===== config.mk =====
export PLATFORM = sky130hd
export DESIGN_NAME = mem_access_ctrl_flat
export DESIGN_NICKNAME = d
export VERILOG_FILES = /design/src/rtl/mem_access_ctrl_if.sv /design/src/rtl/mem_access_ctrl.sv /design/src/flat_wrapper.sv
export SDC_FILE = /design/constraint.sdc
export NUM_CORES = 1
export LEC_CHECK = 0
export ABC_AREA = 1
export CORE_AREA = 10 10 47 49
export CTS_CLUSTER_DIAMETER = 100
export CTS_CLUSTER_SIZE = 24
export DETAILED_ROUTE_END_ITERATION = 12
export DIE_AREA = 0 0 57 59
export GPL_ROUTABILITY_DRIVEN = 0
export SLEW_MARGIN = 20
export SYNTH_ARGS = -nofsm -noshare
export SYNTH_HDL_FRONTEND = slang
export SYNTH_SLANG_ARGS = --single-unit

===== constraint.sdc =====
create_clock -name clock -period 1.6 [get_ports clock]
set_clock_uncertainty 0.2 [all_clocks]
set_input_delay 0.32 -clock clock [delete_from_list [all_inputs] [get_ports clock]]
set_output_delay 0.32 -clock clock [all_outputs]
set_load 0.1 [all_outputs]

===== src/rtl/mem_access_ctrl_if.sv =====
// Handshake and strobe bundle between the control unit and the memory access sequencer.
// The master drives requests; the slave (the sequencer) drives the MAR/MDR/RAM strobes.
interface mem_access_ctrl_if;
    logic req;
    logic req_write;
    logic MAR_in;
    logic MDR_in;
    logic MDR_read;
    logic mem_read;
    logic mem_write;
    logic busy;
    logic done;

    modport master (
        output req,
        output req_write,
        input  MAR_in,
        input  MDR_in,
        input  MDR_read,
        input  mem_read,
        input  mem_write,
        input  busy,
        input  done
    );

    modport slave (
        input  req,
        input  req_write,
        output MAR_in,
        output MDR_in,
        output MDR_read,
        output mem_read,
        output mem_write,
        output busy,
        output done
    );
endinterface


===== src/rtl/mem_access_ctrl.sv =====
// Memory access sequencer: steps MAR load, MDR load, RAM strobe and MDR capture for one
// read or write request and signals completion with a one-cycle done pulse.
module mem_access_ctrl #(
    parameter int MEM_LATENCY = 2,
    parameter int CNT_WIDTH   = 4
) (
    input logic              clock,
    input logic              clear,
    mem_access_ctrl_if.slave bus
);

    localparam logic [2:0] IDLE       = 3'd0;
    localparam logic [2:0] LOAD_MAR   = 3'd1;
    localparam logic [2:0] LOAD_MDR   = 3'd2;
    localparam logic [2:0] MEM_ACCESS = 3'd3;
    localparam logic [2:0] CAPTURE    = 3'd4;
    localparam logic [2:0] DONE       = 3'd5;
    localparam int         NUM_STATES = 6;

    localparam logic [CNT_WIDTH-1:0] LAST_CNT = CNT_WIDTH'(MEM_LATENCY - 1);

    logic [2:0]           state_reg, state_next;
    logic [CNT_WIDTH-1:0] cnt_reg, cnt_next;
    logic                 wr_reg, wr_next;

    // One-hot view of the state; unused encodings leave every bit low so all outputs drop.
    logic [NUM_STATES-1:0] in_state;

    genvar gi;
    generate
        for (gi = 0; gi < NUM_STATES; gi++) begin : g_state_decode
            assign in_state[gi] = (state_reg == 3'(gi));
        end
    endgenerate

    always_comb begin
        state_next = state_reg;
        cnt_next   = cnt_reg;
        wr_next    = wr_reg;
        case (state_reg)
            IDLE: begin
                if (bus.req) begin
                    wr_next    = bus.req_write;
                    state_next = LOAD_MAR;
                end
            end
            LOAD_MAR: begin
                cnt_next   = '0;
                state_next = wr_reg ? LOAD_MDR : MEM_ACCESS;
            end
            LOAD_MDR: begin
                state_next = MEM_ACCESS;
            end
            MEM_ACCESS: begin
                if (cnt_reg == LAST_CNT) begin
                    cnt_next   = '0;
                    state_next = wr_reg ? DONE : CAPTURE;
                end else begin
                    cnt_next = cnt_reg + 1'b1;
                end
            end
            CAPTURE: begin
                state_next = DONE;
            end
            DONE: begin
                state_next = IDLE;
            end
            default: begin
                state_next = IDLE;
                cnt_next   = '0;
            end
        endcase
    end

    always_ff @(posedge clock or negedge clear) begin
        if (!clear) begin
            state_reg <= IDLE;
            cnt_reg   <= '0;
            wr_reg    <= 1'b0;
        end else begin
            state_reg <= state_next;
            cnt_reg   <= cnt_next;
            wr_reg    <= wr_next;
        end
    end

    // Moore decode: outputs depend only on registered state and the latched access type.
    assign bus.MAR_in    = in_state[LOAD_MAR];
    assign bus.MDR_in    = in_state[LOAD_MDR] | in_state[CAPTURE];
    assign bus.MDR_read  = in_state[CAPTURE];
    assign bus.mem_read  = (in_state[MEM_ACCESS] & ~wr_reg) | in_state[CAPTURE];
    assign bus.mem_write = in_state[MEM_ACCESS] & wr_reg;
    assign bus.busy      = |in_state[NUM_STATES-1:1];
    assign bus.done      = in_state[DONE];

endmodule

===== src/flat_wrapper.sv =====
// flat-port wrapper written by rule: the top's interface ports become plain ports
module mem_access_ctrl_flat 
#(
    parameter int MEM_LATENCY = 2,
    parameter int CNT_WIDTH   = 4
)
  (clock, clear, bus_req, bus_req_write, bus_MAR_in, bus_MDR_in, bus_MDR_read, bus_mem_read, bus_mem_write, bus_busy, bus_done);
  mem_access_ctrl_if bus_i ();
  input logic clock;
  input logic clear;
  input wire logic [$bits(bus_i.req)-1:0] bus_req;
  input wire logic [$bits(bus_i.req_write)-1:0] bus_req_write;
  output wire logic [$bits(bus_i.MAR_in)-1:0] bus_MAR_in;
  output wire logic [$bits(bus_i.MDR_in)-1:0] bus_MDR_in;
  output wire logic [$bits(bus_i.MDR_read)-1:0] bus_MDR_read;
  output wire logic [$bits(bus_i.mem_read)-1:0] bus_mem_read;
  output wire logic [$bits(bus_i.mem_write)-1:0] bus_mem_write;
  output wire logic [$bits(bus_i.busy)-1:0] bus_busy;
  output wire logic [$bits(bus_i.done)-1:0] bus_done;
  assign bus_i.req = bus_req;
  assign bus_i.req_write = bus_req_write;
  assign bus_MAR_in = bus_i.MAR_in;
  assign bus_MDR_in = bus_i.MDR_in;
  assign bus_MDR_read = bus_i.MDR_read;
  assign bus_mem_read = bus_i.mem_read;
  assign bus_mem_write = bus_i.mem_write;
  assign bus_busy = bus_i.busy;
  assign bus_done = bus_i.done;
  mem_access_ctrl #(.MEM_LATENCY(MEM_LATENCY), .CNT_WIDTH(CNT_WIDTH)) u_core (.clock(clock), .clear(clear), .bus(bus_i));
endmodule

== Word level (Yosys, flattened, before mapping) ==
Index checks and enable logic that the tools add are counted.
Word-level totals
  logic and storage cells: 29
  flip-flop bits (word level): 8
  output and inout bits: 7
  input bits: 4
Cells by class
  $add $sub $neg: 1
  bitwise gates (word level): 5
  reductions and logical operators: 5
  equal/unequal tests: 8
  muxes and demuxes: 7
Operators by type and width (number)
  $pmux 3 s5: 1
  $pmux 4 s2: 1
  $eq 3x2->1 const B: 2
  $eq 3x3->1 const B: 2
  $mux 3: 2
  $reduce_or 5->1: 1
  $add 4x1->4 const B: 1
  $eq 4x1->1 const B: 1
  $mux 4: 1
  $ne 2x2->1 const B: 2
  $reduce_and 2->1: 2
  $reduce_or 4->1: 1
  $eq 3x1->1 const B: 1
  $logic_not 3->1: 1
  $and 1x1->1: 2
  $mux 1: 2
  $or 1x1->1: 2
  $not 1->1: 1

== Depth between registers and ports, before layout ==
  depth after elaboration: 3
  depth in mapped cells: 8
  gate-level depth less buffers: 8

== Worst setup path before layout ==
Ideal clock, no wire load.
  path type: reg-to-output
  from: register u_core.state_reg[2]
  to: output bus_mem_read
  required time: 1.080 ns
  cell stages (with the launch flop): 4
  setup slack: -1.709 ns
  arrival time: 2.789 ns
  buffers on the path: 0
  cell sequence: dfrtp_1 inv_1 nand3_1 o21ai_0
On the way
  longest elaborated chain between the ends: 3
  elaborated cells on any way between the ends: 4
  those cells by class: eq/ne (2); bitwise (2)
RTL lines
  start, declared: RTL line mem_access_ctrl.sv:22  | logic [2:0] state_reg, state_next;
  start signal, assigned: RTL line mem_access_ctrl.sv:81  | state_reg <= state_next;
  $eq 3x2->1: RTL line mem_access_ctrl.sv:32  | assign in_state[gi] = (state_reg == 3'(gi));
  $and 1x1->1: RTL line mem_access_ctrl.sv:91  | assign bus.mem_read = (in_state[MEM_ACCESS] & ~wr_reg) | in_state[CAPTURE];
  $or 1x1->1 (*): RTL line mem_access_ctrl.sv:91
  end, declared: RTL line flat_wrapper.sv:16  | output wire logic [$bits(bus_i.mem_read)-1:0] bus_mem_read;
Mark *: on every way between the ends. The rest lies on a longest branch, timed or not.

== Final worst setup path ==
  from: register u_core.state_reg[1]
  to: output bus_done
On the way
  longest elaborated chain between the ends: 1
RTL lines
  $eq 3x3->1: RTL line mem_access_ctrl.sv:32
  end, declared: RTL line flat_wrapper.sv:19  | output wire logic [$bits(bus_i.done)-1:0] bus_done;
Every way passes these cells.

==> results.toml <==
[yosys]
synthesis.area_um2 = 457
syn_avg_cell_area_um2 = 7.87
synth_top_area_cell = "dfrtp_1"
synthCells = 58
ys_seq_area_share_pct = 43.8
synth.area.top_cells = "dfrtp_1 44%, nand2_1 8.2%, nand3_1 7.7%"
synth_top_area_share_pct = 43.8
synthDistinctLibCells = 18
ys_seq_elements = 8
yosys_warnings = 0
syn-num-nets = 64

[global_routing]
grt_overflow = 0
grt_usage_pct = 7.98
grt_max_degree = 9
antenna_found_initial = 0
grt_pass1_vias = 478
grt_first_pass_wirelength_um = 2190

[drt]
drt-initial-drc-count = 0
num_vias = 518
vias_per_cell = 4.71
drt-total-wl_um = 1450
wl_met1_um = 631
wl_per_cell_um = 13.2
ant_nets = 0
drc = 0
routed-wl-met2_um = 768
dr_wl_met3_um = 42
drtPass1Iterations = 1
topRoutingLayerUsed = "met4"

[status]
status = "complete, but fails checks"
violations = "setup timing"

[setup_path]
worst_ep_required_time_ps = 1080
critical_path_class = "flop to output port"
reg2reg_to = "u_core.state_reg[0]$_DFFE_PN0P_"
worst_setup_path_start_kind = "flop"
r2r_start = "u_core.state_reg[1]$_DFFE_PN0P_"
critical-path-slowest-cell = "dfrtp_2"
crit_fanout = 5
crit_arrival_ps = 1300
end_kind = "output port"
cp_cell_sequence = "inv_2 -> buf_6 -> nand2_4 -> nor2_4 -> buf_12"
critPathMaxStageDelay_ps = 470
r2r_setup_slack_ps = -10
rr_worst_depth = 9

[clock_tree]
holdBufCountCts = 0
numCtsBuffers = 3
root_buffer = "clkbuf_4"
cts.sinks = 8
insertion_delay_ps = 250
clockBufferDepth = 2
htree_num_levels = 1
cts_tree = "done"
clk_pin_slew_ps = 60

[sta]
finalSetupViolations = 8
min_period_ps = 1820
setup_ws_ps = -224
tightest_slew_ps = 366
slew_headroom_pct = 75.5
finalMaxSlewViolations = 0
fmax_mhz = 548
finalHoldViolations = 0
hold_slack_ps = 144
rsz0062_at_grt = "yes"
finalCritPeriodShare_pct = 114

[finish]
multi_input_area_um2 = 367
layout_common_cells = "13 x buf_4, 9 x buf_6, 8 x nand2_1"
finalInstanceArea_um2 = 1030
regArea_um2 = 204
nets = 101
mostFrequentLayoutCell = "buf_4"
stdcell_count = 110
fill_cells = 100
drive_above_1_share_pct = 62.8
largest_reg_flops = 4
area_growth_pct = 126
antenna_cells = 0

[floorplan]
die_y_um = 59
core-area_um2 = 1400
rows = 14
die_x_um = 57
initial_utilization_pct = 32.6
dieArea_um2 = 3360
io_pins = 11

[placement]
pre_cts_ws_ps = -51.4
placed_cells = 94
post_dp_cell_area_um2 = 766
hpwl_um = 926
io_buffers = 10

[job]
cap_violations = 0

[hold_path]
hold_path.class = "input pin to async pin"
==> synthesized netlist by cell type, drive strengths merged <==
| cell | instances |
|---|---|
| a21oi | 4 |
| nand2 | 11 |
| nor2 | 7 |
| nor3 | 1 |
| xor2 | 1 |
| o211ai | 1 |
| mux2i | 1 |
| o21a | 1 |
| o21ai | 1 |
| o22ai | 2 |
| nand3 | 8 |
| ha | 2 |
| inv | 10 |
| dfrtp | 8 |
==> cell type report <==
type	count	area share, %
multi-input combinational	40	35.6
sequential	8	19.8
timing repair buffer	32	35.8
inverter	10	4.37
tap	16	1.94
clock buffer	4	2.55
==> critical path: cells and delay by family (launching register included) <==
kind                   cells  cell delay [ps]
and+or+nand+nor            2              150
DFF                        1              470
buffers and inverters      3              420
==> cells by family (layout without fill, tap and decap cells) <==
kind of cell / after synthesis / in the layout / share of synthesized area (%)
AOI/OAI and AO/OA: 9 / 9 / 11.5
muxes: 1 / 1 / 2.19
adders and majority gates: 2 / 2 / 5.48
xor gates and xnor gates: 1 / 1 / 1.92
buffers and inverters: 10 / 46 / 8.22
DFF: 8 / 8 / 43.8
and+or+nand+nor: 27 / 27 / 26.8
==> worst max path at each step <==
stage | start | to | slack (ps) | cells after the start
after global placement | u_core.state_reg[0]$_DFFE_PN0P_ | bus_MDR_in | -50 | 4
after CTS | u_core.state_reg[2]$_DFFE_PN0P_ | bus_MDR_in | -210 | 5
after floorplan | u_core.state_reg[2]$_DFFE_PN0P_ | bus_mem_read | -270 | 3
after global routing | u_core.state_reg[1]$_DFFE_PN0P_ | bus_done | -280 | 5
after detailed placement | u_core.state_reg[0]$_DFFE_PN0P_ | bus_MDR_in | -50 | 4
final | u_core.state_reg[1]$_DFFE_PN0P_ | bus_done | -220 | 5
==> stage by stage <==
stage / utilization (%) / setup TNS, ps
2_1_floorplan: - / -991
3_3_place_gp: 54.6 / -82.0
3_5_place_dp: 54.6 / -86.0
4_1_cts: 62.0 / -1340
5_1_grt: 73.6 / -1910
6_report: 73.6 / -1400
==> routing by layer <==
metal  GRT usage [%]  vias to the layer above
met1            9.35                      250
met4            4.03                        0
met5               0                        -
li1                -                      261
met3            2.36                        2
met2            12.9                        5
==> timing repair <==
action                     in CTS  in global routing
setup endpoints to repair       7                  9
pin swaps                       2                  9
setup buffers                   6                  7
resized for setup              11                 24
Power is left out: the tool's default activity adds up to more than one toggle a clock period on the data nets, which glitch-free logic cannot reach.
==> RTL edit 1, RTL diff (same flow settings) <==
`CNT_WIDTH` is set to 4 in 2 places; all go to 3.
--- a/src/rtl/mem_access_ctrl.sv
+++ b/src/rtl/mem_access_ctrl.sv
@@ -4,3 +4,3 @@
     parameter int MEM_LATENCY = 2,
-    parameter int CNT_WIDTH   = 4
+    parameter int CNT_WIDTH   = 3
 ) (
--- a/src/flat_wrapper.sv
+++ b/src/flat_wrapper.sv
@@ -4,3 +4,3 @@
     parameter int MEM_LATENCY = 2,
-    parameter int CNT_WIDTH   = 4
+    parameter int CNT_WIDTH   = 3
 )
Check against the original RTL: same outputs for any inputs over 10 cycles, from zero or initial values; that may be too few to reach the edited logic, so the function may still have changed.
==> RTL edit 1 against the original RTL <==
Die area is the same. Setup slack gained 31 ps. Routed wire length shrank 25%. Critical path type unchanged. The run still ends with setup timing left. Critical endpoint is now bus_mem_read. Final cell count shrank 12%. Design area shrank 24%. Synthesized area shrank 12%. Sequential cell count shrank 1. Worst hold slack gained 1.8 ps. Via count shrank 16%.
Power is left out: the tool's default activity adds up to more than one toggle a clock period on the data nets, which glitch-free logic cannot reach.
==> RTL edit 1: results <==
metrics = {
    "cells_and_area": {
        "nFillCells": 132,
        "final-instance-count-excl-fill": 97,
        "nets": 86,
        "drive_gt1_share_pct": 46.9,
        "antenna_cells": 0,
    },
    "clock_tree": {
        "clk_pin_slew_ps": 50,
        "max-clock-path-buffers": 2,
        "cts_max_level": 1,
        "clock_latency_ps": 240,
        "cts_root_buf": "clkbuf_4",
        "cts_buffers": 3,
    },
    "route": {
        "viasPerCell": 4.48,
        "finalWirelength_um": 1090,
        "dr.first_iter.drc_count": 8,
        "dr.pass1.iters": 2,
    },
    "outcome": {
        "status": "finished, violations left",
        "violations": "setup timing",
    },
    "setup_path": {
        "rrSetupSlack_ps": 30,
        "cp_data_arrival_time_ps": 1270,
        "crit_fanout": 5,
        "r2r_cells": 10,
        "crit_start": "u_core.state_reg[2]",
        "cp_slowest_stage_delay_ps": 470,
        "crit_family": "flip-flops",
        "crit_path_end": "bus_mem_read",
        "crit_path_top_delay_cell": "dfrtp_2",
        "r2r-end": "u_core.state_reg[0]",
    },
    "synthesis": {
        "synth_area_leaders": "dfrtp_1, nand2_1, inv_1, nor2_1, nand3_2",
        "synth_mux_area_share_pct": 0,
        "synth_common_cells": "nand2_1, inv_1, dfrtp_1, nor2_1",
        "synth.distinct_cells": 14,
        "ys_warn_count": 0,
        "syn-num-nets": 61,
        "synth_fa_ha_area_share_pct": 0,
        "ys_seq_area_share_pct": 43.3,
        "synth_compound_area_share_pct": 11.8,
        "async_flop_share_pct": 100,
        "synth.avg_cell_area_um2": 7.09,
        "synth_xor_area_share_pct": 2.17,
    },
    "placed_design": {
        "dpl_cell_area_um2": 669,
        "dp_slack_ps": -1.38,
        "hpwl_um": 895,
        "portBuffers": 10,
    },
    "timing": {
        "hold_ws_ps": 146,
        "setup_viol": 7,
        "final.setup.tns_ps": -1170,
        "worst_pin_slew_ps": 345,
        "finalWorstSetupSlack_ps": -193,
    },
    "hold_path": {
        "hp-class": "input pin to async pin",
    },
    "global_route": {
        "grt_pass1_wl_um": 1930,
        "grt_util_all_layers_pct": 7.11,
        "grt_pass1_vias": 448,
        "grt_max_degree": 8,
        "antenna_found_initial": 0,
    },
    "run": {
        "maxCapViolCount": 0,
    },
}
-- RTL edit 1: changes by cell type in the layout (fill, tap and decap cells not counted), sizes merged --
cell and delta:
a21oi -1, buf -12, clkinvlp -1, dfrtp -1, ha -2, inv +2, mux2i -1, nand2 +5
nand3 -3, o21a -1, o21ai +4, o22ai -2
-- RTL edit 1: what timing repair did --
action	CTS	global route
endpoints found under the setup margin	8	8
setup buffers	5	2
pin swaps	1	3
resized for setup	7	1
-- RTL edit 1: layout make-up --
class	instances	area (µm²)	area share, %
multi-input combinational	39	264	33.7
timing repair buffer	20	245	31.3
sequential	7	178	22.7
inverter	11	50.0	6.39
clock buffer	4	26.3	3.35
tap	16	20.0	2.56
-- RTL edit 1: metal layers --
layer  global-route usage, %  wire, µm  vias to the layer above
li1                        -         -                      229
met1                    7.30       423                      200
met2                    12.4       600                        6
met3                    3.00        61                        0
met4                    3.02         0                        0
met5                       0         0                        -
